==> src/rtl/frame_loader.sv <==
// Writes a raster pixel stream into the hidden half of a double-buffered frame
// memory, then swaps banks at the display's next end-of-frame tick.
//
// state     | meaning
// IDLE      | waiting for a start-of-frame pixel; other pixels are dropped
// FILL      | writing pixels in raster order into bank ~rdBank
// WAIT_SWAP | frame complete; input stalled until frameTick swaps banks
module frame_loader #(
  parameter int IMG_W  = 256,
  parameter int IMG_H  = 240,
  parameter int ADDR_W = 17,
  parameter int FCNT_W = 8
) (
  input  logic              clock,
  input  logic              resetN,
  input  logic [2:0]        pixIn,
  input  logic              pixValid,
  input  logic              pixSof,
  output logic              pixReady,
  input  logic              frameTick,
  output logic              wrEn,
  output logic [ADDR_W-1:0] wrAddr,
  output logic [2:0]        wrData,
  output logic              rdBank,
  output logic              frameDone,
  output logic [FCNT_W-1:0] frameCount,
  output logic              syncErr
);

  localparam int IDX_W = ADDR_W - 1;
  localparam logic [IDX_W-1:0] LAST_IDX = IDX_W'(IMG_W * IMG_H - 1);

  typedef enum logic [1:0] {IDLE, FILL, WAIT_SWAP} stateT;

  stateT            state, nextState;
  logic [IDX_W-1:0] pixelIndex, nextIndex, writeIdx;
  logic             xfer, doWrite, doSwap, setErr;

  assign xfer = pixValid && pixReady;

  always_comb begin
    nextState = state;
    nextIndex = pixelIndex;
    writeIdx  = pixelIndex;
    doWrite   = 1'b0;
    doSwap    = 1'b0;
    setErr    = 1'b0;
    case (state)
      IDLE: begin
        if (xfer && pixSof) begin
          doWrite   = 1'b1;
          writeIdx  = '0;
          nextIndex = IDX_W'(1);
          nextState = FILL;
        end
      end
      FILL: begin
        if (xfer) begin
          doWrite = 1'b1;
          // A start-of-frame mid-fill restarts the frame from index 0.
          if (pixSof) begin
            writeIdx  = '0;
            nextIndex = IDX_W'(1);
            setErr    = 1'b1;
          end else if (pixelIndex == LAST_IDX) begin
            nextIndex = '0;
            nextState = WAIT_SWAP;
          end else begin
            nextIndex = pixelIndex + IDX_W'(1);
          end
        end
      end
      WAIT_SWAP: begin
        if (frameTick) begin
          doSwap    = 1'b1;
          nextState = IDLE;
        end
      end
      default: nextState = IDLE;
    endcase
  end

  always_ff @(posedge clock or negedge resetN) begin
    if (!resetN) begin
      state      <= IDLE;
      pixelIndex <= '0;
      pixReady   <= 1'b0;
      wrEn       <= 1'b0;
      wrAddr     <= '0;
      wrData     <= '0;
      rdBank     <= 1'b0;
      frameDone  <= 1'b0;
      frameCount <= '0;
      syncErr    <= 1'b0;
    end else begin
      state      <= nextState;
      pixelIndex <= nextIndex;
      pixReady   <= (nextState != WAIT_SWAP);
      wrEn       <= doWrite;
      frameDone  <= doSwap;
      if (doWrite) begin
        wrAddr <= {~rdBank, writeIdx};
        wrData <= pixIn;
      end
      if (doSwap) begin
        rdBank     <= ~rdBank;
        frameCount <= frameCount + FCNT_W'(1);
      end
      if (setErr) syncErr <= 1'b1;
    end
  end

endmodule

==> config.mk <==
export PLATFORM = sky130hd
export DESIGN_NAME = frame_loader
export DESIGN_NICKNAME = d
export VERILOG_FILES = /design/src/rtl/frame_loader.sv
export SDC_FILE = /design/constraint.sdc
export NUM_CORES = 1
export LEC_CHECK = 0
export CORE_MARGIN = 2
export CORE_UTILIZATION = 52
export DETAILED_ROUTE_END_ITERATION = 6
export GPL_ROUTABILITY_DRIVEN = 0
export PLACE_DENSITY = 0.79
export SLEW_MARGIN = 40
export SYNTH_ARGS = -nofsm -noshare
export SYNTH_HDL_FRONTEND = slang
export SYNTH_SLANG_ARGS = --single-unit
==> constraint.sdc <==
create_clock -name clock -period 2.7 [get_ports clock]
set_clock_uncertainty 0.05 [all_clocks]
set_input_delay 0.27 -clock clock [delete_from_list [all_inputs] [get_ports clock]]
set_output_delay 0.27 -clock clock [all_outputs]
set_load 0.005 [all_outputs]
; Word level (Yosys, flattened, before mapping)
; Index checks and enable logic that the tools add are counted.
[word_totals]
wordCells = 47
in_bits = 8
output_inout_bits = 33
ff_bits = 51
[op_classes]
eq_ne = 6
addsub = 2
mux = 23
n_reduce_logical = 5
bitwise_logic = 1
[ops]
columns = cell, count
row1 = $mux 16, 7
row2 = $pmux 16 s2, 2
row3 = $add 16x1->16 const B, 1
row4 = $eq 16x16->1 const B, 1
row5 = $mux 2, 5
row6 = $add 8x1->8 const B, 1
row7 = $mux 1, 7
row8 = $ne 2x2->1 const B, 3
row9 = $pmux 2 s3, 1
row10 = $reduce_and 3->1, 1
row11 = $eq 2x1->1 const B, 1
row12 = $eq 2x2->1 const B, 1
row13 = $logic_and 1x1->1, 2
row14 = $logic_not 2->1, 1
row15 = $pmux 1 s2, 1
row16 = $reduce_bool 2->1, 1
row17 = $not 1->1, 1

; Longest topological paths before layout
; Gate-level depths: netlist (run 1).
[logic_depth]
depth_word = 6
ltp_mapped = 7
depth_no_buf = 5

; Least setup slack after synthesis (run 1)
; OpenSTA, ideal clock, no wires.
[synth_timing]
path_kind = reg-to-reg
from = reg pixelIndex[1]
to = reg pixelIndex[13]
required_ns = 2.512
synth_period_minus_slack_ns = 1.894
t_arrival_ns = 1.706
path_slack_ns = 0.806
path_buffers = 2
stages_incl_launch_ff = 8
setup_time_ns = 0.138
path_cell_list = dfrtp_1 > ha_1 > nand3_1 > or4_4 > buf_6 > buf_6 > a31oi_1 > a31oi_1
[synth_between]
elab_chain_cells = 5
elab_cells_between_ends = 6
cone_classes = add/sub: 1 / eq/ne: 1 / mux: 4
[synth_lines]
columns = element, line_no
row1 = start: declaration, 36  ; logic [IDX_W-1:0] pixelIndex, nextIndex, writeIdx;
row2 = start signal: assignment, 97  ; pixelIndex <= nextIndex;
row3 = $add 16x1->16 / $eq 16x16->1 (equally long branches), "69, 65"
row4 = $mux 16 *, 65  ; end else if (pixelIndex == LAST_IDX) begin
row5 = $mux 16 *, 61  ; if (pixSof) begin
row6 = $mux 16 *, 58  ; if (xfer) begin
row7 = $pmux 16 s2 *, 48  ; case (state)
; Mark *: on every way between the ends. The rest lies on a longest branch, timed or not. The select of a mux whose other input is x is not followed.
; A chain may end at the register's enable or synchronous reset.

; Final worst setup path (run 1)
[layout_timing]
from = reg pixelIndex[0]
to = reg pixelIndex[13]
; Same word-level chain as after synthesis.

==> impl_metrics.env, run 1 <==
export IMPL_status="completed"
export IMPL_cts_tree="done"
export IMPL_drive_gt1_share_pct=7.171
export IMPL_power_mw=1.541
export IMPL_cts_setup_buffers=0
export IMPL_cp_depth=5
export IMPL_yosysWarnings=0
export IMPL_start_util_pct=53.26
export IMPL_cts_made_buffers=5
export IMPL_htreeDepth=2
export IMPL_grt_use_total_pct=21.41
export IMPL_synth_most_common_cell="dfrtp_1"
export IMPL_setup_violations=0
export IMPL_dr_pass1_iters=4
export IMPL_whs_ns=0.01170
export IMPL_r2r_end="pixelIndex[13]"
export IMPL_end_kind="flop"
export IMPL_peakVddDrop_v=0.0002722
export IMPL_clockBufferDepth=2
export IMPL_max_freq_mhz=469.5
export IMPL_rows=24
export IMPL_fillers=364
export IMPL_wirelength_um=4814
export IMPL_hp_class="primary input to asynchronous set/reset pin"
export IMPL_worstSetupStartpointType="flop"
export IMPL_crit_path_start="pixelIndex[0]"
export IMPL_cp_arrival_ns=2.31
export IMPL_finalCriticalPeriod_ns=2.130
export IMPL_syn_to_final_growth_pct=23.09
export IMPL_cts_resized_gates=0
export IMPL_period_share_pct=78.89
export IMPL_postRouteAntennaNets=0
export IMPL_rr_startpoint="pixelIndex[0]"
export IMPL_synthTopCellsByCount="dfrtp_1, nand3_1, nand2_1"
export IMPL_ys_seq_area_share_pct=55.80
export IMPL_coreArea_um2=4294
export IMPL_synth_largest_area_cell="dfrtp_1"
export IMPL_n_antenna_cell=0
export IMPL_grt_ovfl_total=0
export IMPL_grt_max_degree=52
export IMPL_yosys_area_top_type_share_pct=55.80
export IMPL_hpwl_um=3178
export IMPL_synth_ff_type="dfrtp_1"
export IMPL_drcViolationCount=0
export IMPL_clkSlewWorstSetupHoldPaths_ns=0.09
export IMPL_routed_via_density=6.102
export IMPL_finalWorstSetupSlack_ns=0.5700
export IMPL_cts_sinks=51
export IMPL_fin_nets=260
export IMPL_critPathSlowestCell="or4b_2"
export IMPL_synth_area_leaders="dfrtp_1, a22o_1, nand3_1, a31oi_1, nand2_1"
export IMPL_grt_pass1_vias=1884
export IMPL_ys_seq_elements=51
export IMPL_wl_per_cell_um=15.89
export IMPL_utilization_pct=65.56
export IMPL_ys_types=38
export IMPL_cts_root_buf="clkbuf_8"
export IMPL_synth_net_count=223
export IMPL_worstPathMaxFanout=30
export IMPL_drv_cap=0
export IMPL_crit_end="pixelIndex[13]"
export IMPL_syn_area_um2=2287
export IMPL_die_w_um=70.32
export IMPL_vias=1849
export IMPL_netlist_instances=213
export IMPL_drv_slew=0
export IMPL_tightest_slew_ns=0.6202
export IMPL_pre_cts_ws_ns=0.6136
export IMPL_worst_setup_path_type="flop to flop"
export IMPL_final_area_um2=2815
export IMPL_insertion_delay_ns=0.30
export IMPL_die_area_um2=4945
export IMPL_die_height_um=70.32
export IMPL_final_cells=303
export IMPL_synth_edf_count=0
export IMPL_p_per_area_nw_per_um2=547.4
export IMPL_syn_area_per_cell_um2=10.74
export IMPL_worstPathRequired_ns=2.88
export IMPL_rrSetupSlack_ns=0.57
export IMPL_path_buf_inv=0
export IMPL_max_stage_delay_ns=0.61
export IMPL_p_leak_nw=1.230
export IMPL_rsz0062_at_grt="no"
export IMPL_rr_worst_depth=5
export IMPL_dp_cells=295
export IMPL_io_pins=41
export IMPL_io_buffers=40
export IMPL_hold_buffers=0
export IMPL_setup_tns_ns=0
export IMPL_relSlewSlack_pct=58.65
export IMPL_place_area_um2=2711
export IMPL_grt_pass1_wl_um=8514
export IMPL_antenna_found_initial=0
export IMPL_hold_viol=0
export IMPL_critical_path_top_delay_family="simple AND/OR/NAND/NOR gates"
export IMPL_synth_async_sr_flop_share_pct=100.0
export IMPL_crit_path_cell_trace="ha_1, nand3_1, or4_4, or4b_2, a31oi_1"
export IMPL_dr_first_iter_drc_count=187
==> worst reg2reg max path, stage by stage, from the launching register on <==
cell	delay, ns
dfrtp_1	0.44
ha_1	0.26
nand3_1	0.16
or4_4	0.35
or4b_2	0.62
a31oi_1	0.18
==> cells by family after synthesis <==
logic type	after synthesis	synth area share, %
adders and majority gates	2	1.094
and+or+nand+nor	79	18.65
muxes	1	0.4377
buffers and inverters	18	3.774
DFF	51	55.80
xor gates and xnor gates	8	3.064
AOI/OAI and AO/OA	54	17.18
==> registers in the layout (all words and copies together) (netlist names) <==
name	cells
frameCount	8
frameDone	1
pixReady	1
pixelIndex	16
rdBank	1
state	2
syncErr	1
wrAddr	17
wrData	3
wrEn	1
==> power by group <==
part	switching [mW]	internal [mW]	leakage, nW
Sequential	0.0659	0.810	0.674
Clock	0.248	0.233	0.0505
Combinational	0.0868	0.0969	0.506
==> layer usage <==
layer | wire length (µm) | GRT usage [%] | vias up
met4 | 113 | 10.47 | 0
li1 | - | - | 876
met2 | 2230 | 31.76 | 54
met1 | 2271 | 29.71 | 909
met5 | 0 | 0 | -
met3 | 198 | 4.762 | 10
==> cells in the final DEF (no fill, tap or decap), types with 4 or more instances in the layout <==
master,instances
clkdlybuf4s50_1,39
a22o_1,15
a21oi_1,5
nor2_1,6
o21ai_0,5
clkbuf_8,7
nand3_1,21
inv_1,4
nand4_1,8
a31oi_1,16
dfrtp_1,51
buf_4,4
a41oi_1,6
xnor2_1,8
nand2_1,20
and3_1,5
==> how the worst min path moves through the flow <==
stage	startpoint	endpoint	cells past startpoint
floorplan	resetN	frameCount[0]	0
global placement	resetN	wrAddr[15]	2
detailed placement	resetN	wrAddr[15]	2
CTS	resetN	wrAddr[15]	2
global route	resetN	wrAddr[15]	2
finish	resetN	wrAddr[10]	2
==> final cells by class <==
cell class | count | area [µm²] | share of cell area (%)
inverters | 4 | 15.01 | 0.5333
multi-input cells | 144 | 929.6 | 33.02
clock inverters | 1 | 7.507 | 0.2667
clock buffers | 7 | 96.34 | 3.422
flip-flops and latches | 51 | 1276 | 45.33
repair buffers | 44 | 425.4 | 15.11
well taps | 52 | 65.06 | 2.311
Note: power is estimated with default switching activity, not from simulation.
==> run 2: changes to the inputs <==
- CORE_UTILIZATION: 52 -> 47
- PLACE_DENSITY: 0.79 -> 0.75
- clock period: 2.7 -> 1.9 ns (I/O delays scaled with it)
==> run 2 against run 1 <==
Critical endpoint unchanged; die area up 10%; setup slack worse by 0.46 ns; worst hold slack better by 0.35 ns; utilization down 0.69 points; clock power up 42%; design area up 8.8%; power up 46%; register-to-register slack worse by 0.46 ns.
==> impl_metrics.env, run 2 (synthesis results as in run 1) <==
export IMPL_final_common_cell="dfrtp_1"
export IMPL_hp_class="primary input to flop"
export IMPL_period_share_pct=94.18
export IMPL_syn_to_final_growth_pct=33.97
export IMPL_n_antenna_cell=0
export IMPL_drv_slew=0
export IMPL_routed_via_density=5.588
export IMPL_path_buf_inv=1
export IMPL_grt_pass1_vias=1773
export IMPL_htreeDepth=2
export IMPL_cts_root_buf="clkbuf_8"
export IMPL_cts_tree="done"
export IMPL_finalCriticalPeriod_ns=1.789
export IMPL_dr_pass1_iters=4
export IMPL_die_w_um=73.76
export IMPL_dr_first_iter_drc_count=237
export IMPL_final_cell_mix="dfrtp_1, clkdlybuf4s50_1, buf_4"
export IMPL_worstPathRequired_ns=2.07
export IMPL_relSlewSlack_pct=58.46
export IMPL_grt_max_degree=52
export IMPL_postRouteAntennaNets=0
export IMPL_grt_use_total_pct=20.25
export IMPL_critPathSlowestCell="or4b_2"
export IMPL_drv_cap=0
export IMPL_peakVddDrop_v=0.0004789
export IMPL_critical_path_top_delay_family="simple AND/OR/NAND/NOR gates"
export IMPL_setup_violations=0
export IMPL_drive_gt1_share_pct=15.83
export IMPL_vias=1928
export IMPL_worstSetupStartpointType="flop"
export IMPL_worst_setup_path_type="flop to flop"
export IMPL_io_buffers=40
export IMPL_cp_arrival_ns=1.95
export IMPL_insertion_delay_ns=0.30
export IMPL_rows=25
export IMPL_regMostFlops="wrAddr"
export IMPL_fin_nets=287
export IMPL_status="completed"
export IMPL_grt_pass1_wl_um=8645
export IMPL_max_freq_mhz=558.8
export IMPL_hold_viol=0
export IMPL_grt_ovfl_total=0
export IMPL_max_stage_delay_ns=0.61
export IMPL_finalWorstSetupSlack_ns=0.1106
export IMPL_tightest_slew_ns=0.6231
export IMPL_worstPathMaxFanout=6
export IMPL_p_per_area_nw_per_um2=734.4
export IMPL_cts_made_buffers=5
export IMPL_antenna_found_initial=0
export IMPL_top_regs="wrAddr (17), pixelIndex (16), frameCount (8)"
export IMPL_pre_cts_ws_ns=0.03761
export IMPL_hpwl_um=3452
export IMPL_coreArea_um2=4723
export IMPL_crit_path_cell_trace="buf_4, nand3_1, nor4_1, or4b_2, a31oi_1"
export IMPL_whs_ns=0.3628
export IMPL_clkSlewWorstSetupHoldPaths_ns=0.09
export IMPL_p_leak_nw=1.373
export IMPL_end_kind="flop"
export IMPL_rr_worst_depth=5
export IMPL_wl_per_cell_um=14.67
export IMPL_cts_sinks=51
export IMPL_rsz0062_at_grt="no"
export IMPL_utilization_pct=64.87
export IMPL_drcViolationCount=0
export IMPL_die_area_um2=5441
export IMPL_clockBufferDepth=2
export IMPL_io_pins=41
export IMPL_die_height_um=73.76
export IMPL_cp_depth=5
export IMPL_wirelength_um=5062
export IMPL_rrSetupSlack_ns=0.11
export IMPL_start_util_pct=48.42
export IMPL_fillers=399
export IMPL_setup_tns_ns=0
export IMPL_largest_register_ffs=17
export IMPL_holdPathStages=3
==> run 2: worst min-delay path, stage by stage <==
cell and delay [ns]:
clkdlybuf4s50_1 0.40, nand2_1 0.05, nand2_1 0.04
==> run 2: per-stage QoR <==
step	power (mW)	std cells	area (µm²)
6_report	2.250	345	3064
5_1_grt	2.362	345	3064
4_1_cts	2.267	344	3057
3_5_place_dp	1.590	335	2943
3_3_place_gp	1.580	335	2943
2_1_floorplan	1.380	213	2287
==> run 2: per-layer routing <==
metal / track usage [%] / wire, µm
met1: 30.62 / 2454
met2: 29.66 / 2352
met3: 3.841 / 202
met4: 5.657 / 52
met5: 0 / 0
==> run 2: final cells by class <==
type	instances	area (µm²)	area share [%]
Multi-Input combinational cell	144	929.6	30.34
Tap cell	67	83.83	2.736
Timing Repair Buffer	71	655.6	21.40
Sequential cell	51	1276	41.65
Inverter	4	15.01	0.4900
Clock buffer	7	96.34	3.144
Clock inverter	1	7.507	0.2450
==> run 2: power breakdown <==
part / switching [mW] / internal [mW]
Clock: 0.349 / 0.332
Combinational: 0.179 / 0.193
Sequential: 0.0460 / 1.15
Total: 0.574 / 1.68
==> run 2: final timing paths <==
| kind | startpoint | endpoint |
|---|---|---|
| max in group asynchronous | resetN | frameCount[1] |
| max | pixelIndex[6] | pixelIndex[13] |
| min reg2reg | wrData[1] | wrData[1] |
| min in group asynchronous | resetN | pixelIndex[9] |
| max reg2reg | pixelIndex[6] | pixelIndex[13] |
| min | pixIn[1] | wrData[1] |
==> run 2: timing repair <==
| item | CTS | global route |
|---|---|---|
| hold buffers | 1 | 0 |
| setup buffers | 0 | 1 |
| gates resized for setup | 0 | 0 |
| hold endpoints to repair | 51 | 0 |
| endpoints found under the setup margin | 0 | 6 |
==> run 3: changes to the inputs <==
- ABC_AREA: not set -> 1
- CORE_MARGIN: 2 -> not set
- CTS_CLUSTER_SIZE: not set -> 12
==> run 3 against run 2 <==
Die area down 3.4%; register-to-register slack better by 0.08 ns; combinational power up 8.9%; fmax up 4.7%; setup slack better by 0.080 ns; largest power group unchanged; routed wire length down 9.2%; largest cell class unchanged.
==> impl_metrics.env, run 3 <==
export IMPL_max_stage_delay_ns=0.44
export IMPL_syn_to_final_growth_pct=24.54
export IMPL_end_kind="flop"
export IMPL_fin_nets=305
export IMPL_drcViolationCount=0
export IMPL_synth_edf_count=0
export IMPL_peakVddDrop_v=0.0004142
export IMPL_wirelength_um=4594
export IMPL_cts_made_buffers=5
export IMPL_dr_first_iter_drc_count=78
export IMPL_hp_class="primary input to flop"
export IMPL_critical_path_top_delay_family="simple AND/OR/NAND/NOR gates"
export IMPL_netlist_instances=247
export IMPL_rrSetupSlack_ns=0.19
export IMPL_timing_critical_path_mode_cell="inv_1"
export IMPL_drv_cap=0
export IMPL_vias=1795
export IMPL_grt_pass1_vias=1699
export IMPL_cts_resized_gates=0
export IMPL_synthTopCellsByCount="nand2_1, dfrtp_1, inv_1"
export IMPL_final_common_cell="nand2_1"
export IMPL_tightest_slew_ns=0.6291
export IMPL_top_regs="wrAddr (17), pixelIndex (16), frameCount (8)"
export IMPL_hold_viol=0
export IMPL_die_area_um2=5253
export IMPL_wl_per_cell_um=12.66
export IMPL_synth_area_leaders="dfrtp_1, nand2_1, inv_1, xor2_1, a32o_1"
export IMPL_io_pins=41
export IMPL_synth_largest_area_cell="dfrtp_1"
export IMPL_syn_area_um2=2335
export IMPL_rsz0062_at_grt="no"
export IMPL_grt_ovfl_total=0
export IMPL_hold_buffers=1
export IMPL_cts_root_buf="clkbuf_8"
export IMPL_status="completed"
export IMPL_hpwl_um=3232
export IMPL_max_freq_mhz=584.9
export IMPL_regMostFlops="wrAddr"
export IMPL_syn_area_per_cell_um2=9.452
export IMPL_p_leak_nw=1.332
export IMPL_die_height_um=72.48
export IMPL_finalCriticalPeriod_ns=1.710
export IMPL_io_buffers=40
export IMPL_final_cells=363
export IMPL_grt_max_degree=52
export IMPL_ys_seq_elements=51
export IMPL_rows=25
export IMPL_synth_async_sr_flop_share_pct=100.0
export IMPL_cts_sinks=51
export IMPL_routed_via_density=4.945
export IMPL_path_buf_inv=2
export IMPL_synth_net_count=257
export IMPL_n_antenna_cell=0
export IMPL_grt_use_total_pct=19.20
export IMPL_antenna_found_initial=0
export IMPL_worst_setup_path_type="flop to flop"
export IMPL_start_util_pct=49.11
export IMPL_clockBufferDepth=2
export IMPL_die_w_um=72.48
export IMPL_yosys_area_top_type_share_pct=54.66
export IMPL_worstSetupStartpointType="flop"
export IMPL_synth_most_common_cell="nand2_1"
export IMPL_drive_gt1_share_pct=11.82
export IMPL_clkSlewWorstSetupHoldPaths_ns=0.09
export IMPL_relSlewSlack_pct=58.06
export IMPL_final_cell_mix="nand2_1, dfrtp_1, clkdlybuf4s50_1"
export IMPL_coreArea_um2=4755
export IMPL_largest_register_ffs=17
export IMPL_insertion_delay_ns=0.31
export IMPL_grt_pass1_wl_um=7693
export IMPL_setup_tns_ns=0
export IMPL_synth_ff_type="dfrtp_1"
export IMPL_drv_slew=0
export IMPL_worstPathMaxFanout=5
export IMPL_cts_setup_buffers=0
export IMPL_crit_path_cell_trace="ha_1, inv_1, nor2_2, nand2_2, nor2_4, inv_1, nand3_1, o21ai_1"
export IMPL_period_share_pct=89.98
export IMPL_yosysWarnings=0
export IMPL_ys_seq_area_share_pct=54.66
export IMPL_p_per_area_nw_per_um2=768.4
export IMPL_cp_arrival_ns=1.85
export IMPL_critPathSlowestCell="dfrtp_1"
export IMPL_dp_cells=354
export IMPL_cts_tree="done"
export IMPL_htreeDepth=2
export IMPL_ys_types=30
export IMPL_postRouteAntennaNets=0
export IMPL_setup_violations=0
export IMPL_worstPathRequired_ns=2.04
export IMPL_dr_pass1_iters=4
run 3: final timing paths:
check	depth (start not counted)	endpoint	start
worst min register to register	1	frameCount[7]	frameCount[7]
max in group asynchronous	3	pixelIndex[2]	resetN
worst max register to register	8	pixelIndex[12]	pixelIndex[0]
min in group asynchronous	3	frameCount[5]	resetN
worst min-delay path	3	wrData[2]	pixIn[2]
worst max-delay path	8	pixelIndex[12]	pixelIndex[0]
run 3: cell type report:
cell class	count	area [µm²]
Sequential cell	51	1276
Fill cell	429	1847
Clock buffer	5	68.82
Clock inverter	3	20.02
Inverter	34	127.6
Tap cell	67	83.83
Multi-Input combinational cell	158	895.9
Timing Repair Buffer	45	435.4
run 3: tightest hold or removal path, stage by stage:
cell and delay [ns]:
clkdlybuf4s50_1 0.40, nand2_1 0.06, nand2_1 0.04
run 3: logic make-up after synthesis:
logic type / count (synthesis) / synth area share, %
flops: 51 / 54.66
buf+inv: 38 / 6.966
simple gates: 108 / 22.99
xor+xnor: 13 / 4.877
fa+ha+maj: 2 / 1.072
compound gates: 35 / 9.433
run 3: metrics by stage:
step                      hold slack [ns]  cell area, µm²  total power [mW]  util (%)  worst slack, ns
after detailed placement           0.2879            2809             1.636     59.08          0.06553
after floorplan                   -0.1556            2335             1.460         -           0.4787
after CTS                          0.3641            2908             2.256     61.16           0.2073
after global routing               0.3744            2908             2.349     61.16           0.1111
final                              0.3632            2908             2.234     61.16           0.1903
after global placement             0.2849            2809             1.627     59.08           0.1626
run 3: per-layer routing:
layer | wire length (µm) | global-route usage, %
met5 | 0 | 0
met4 | 63 | 7.190
met3 | 218 | 4.722
met2 | 2120 | 29.80
met1 | 2191 | 26.11
run 3: where the power goes:
part	switching (mW)	leakage, nW	total [mW]	internal [mW]
combinational	0.232	0.619	0.405	0.173
clock	0.361	0.0402	0.618	0.257
sequential	0.0567	0.672	1.21	1.15
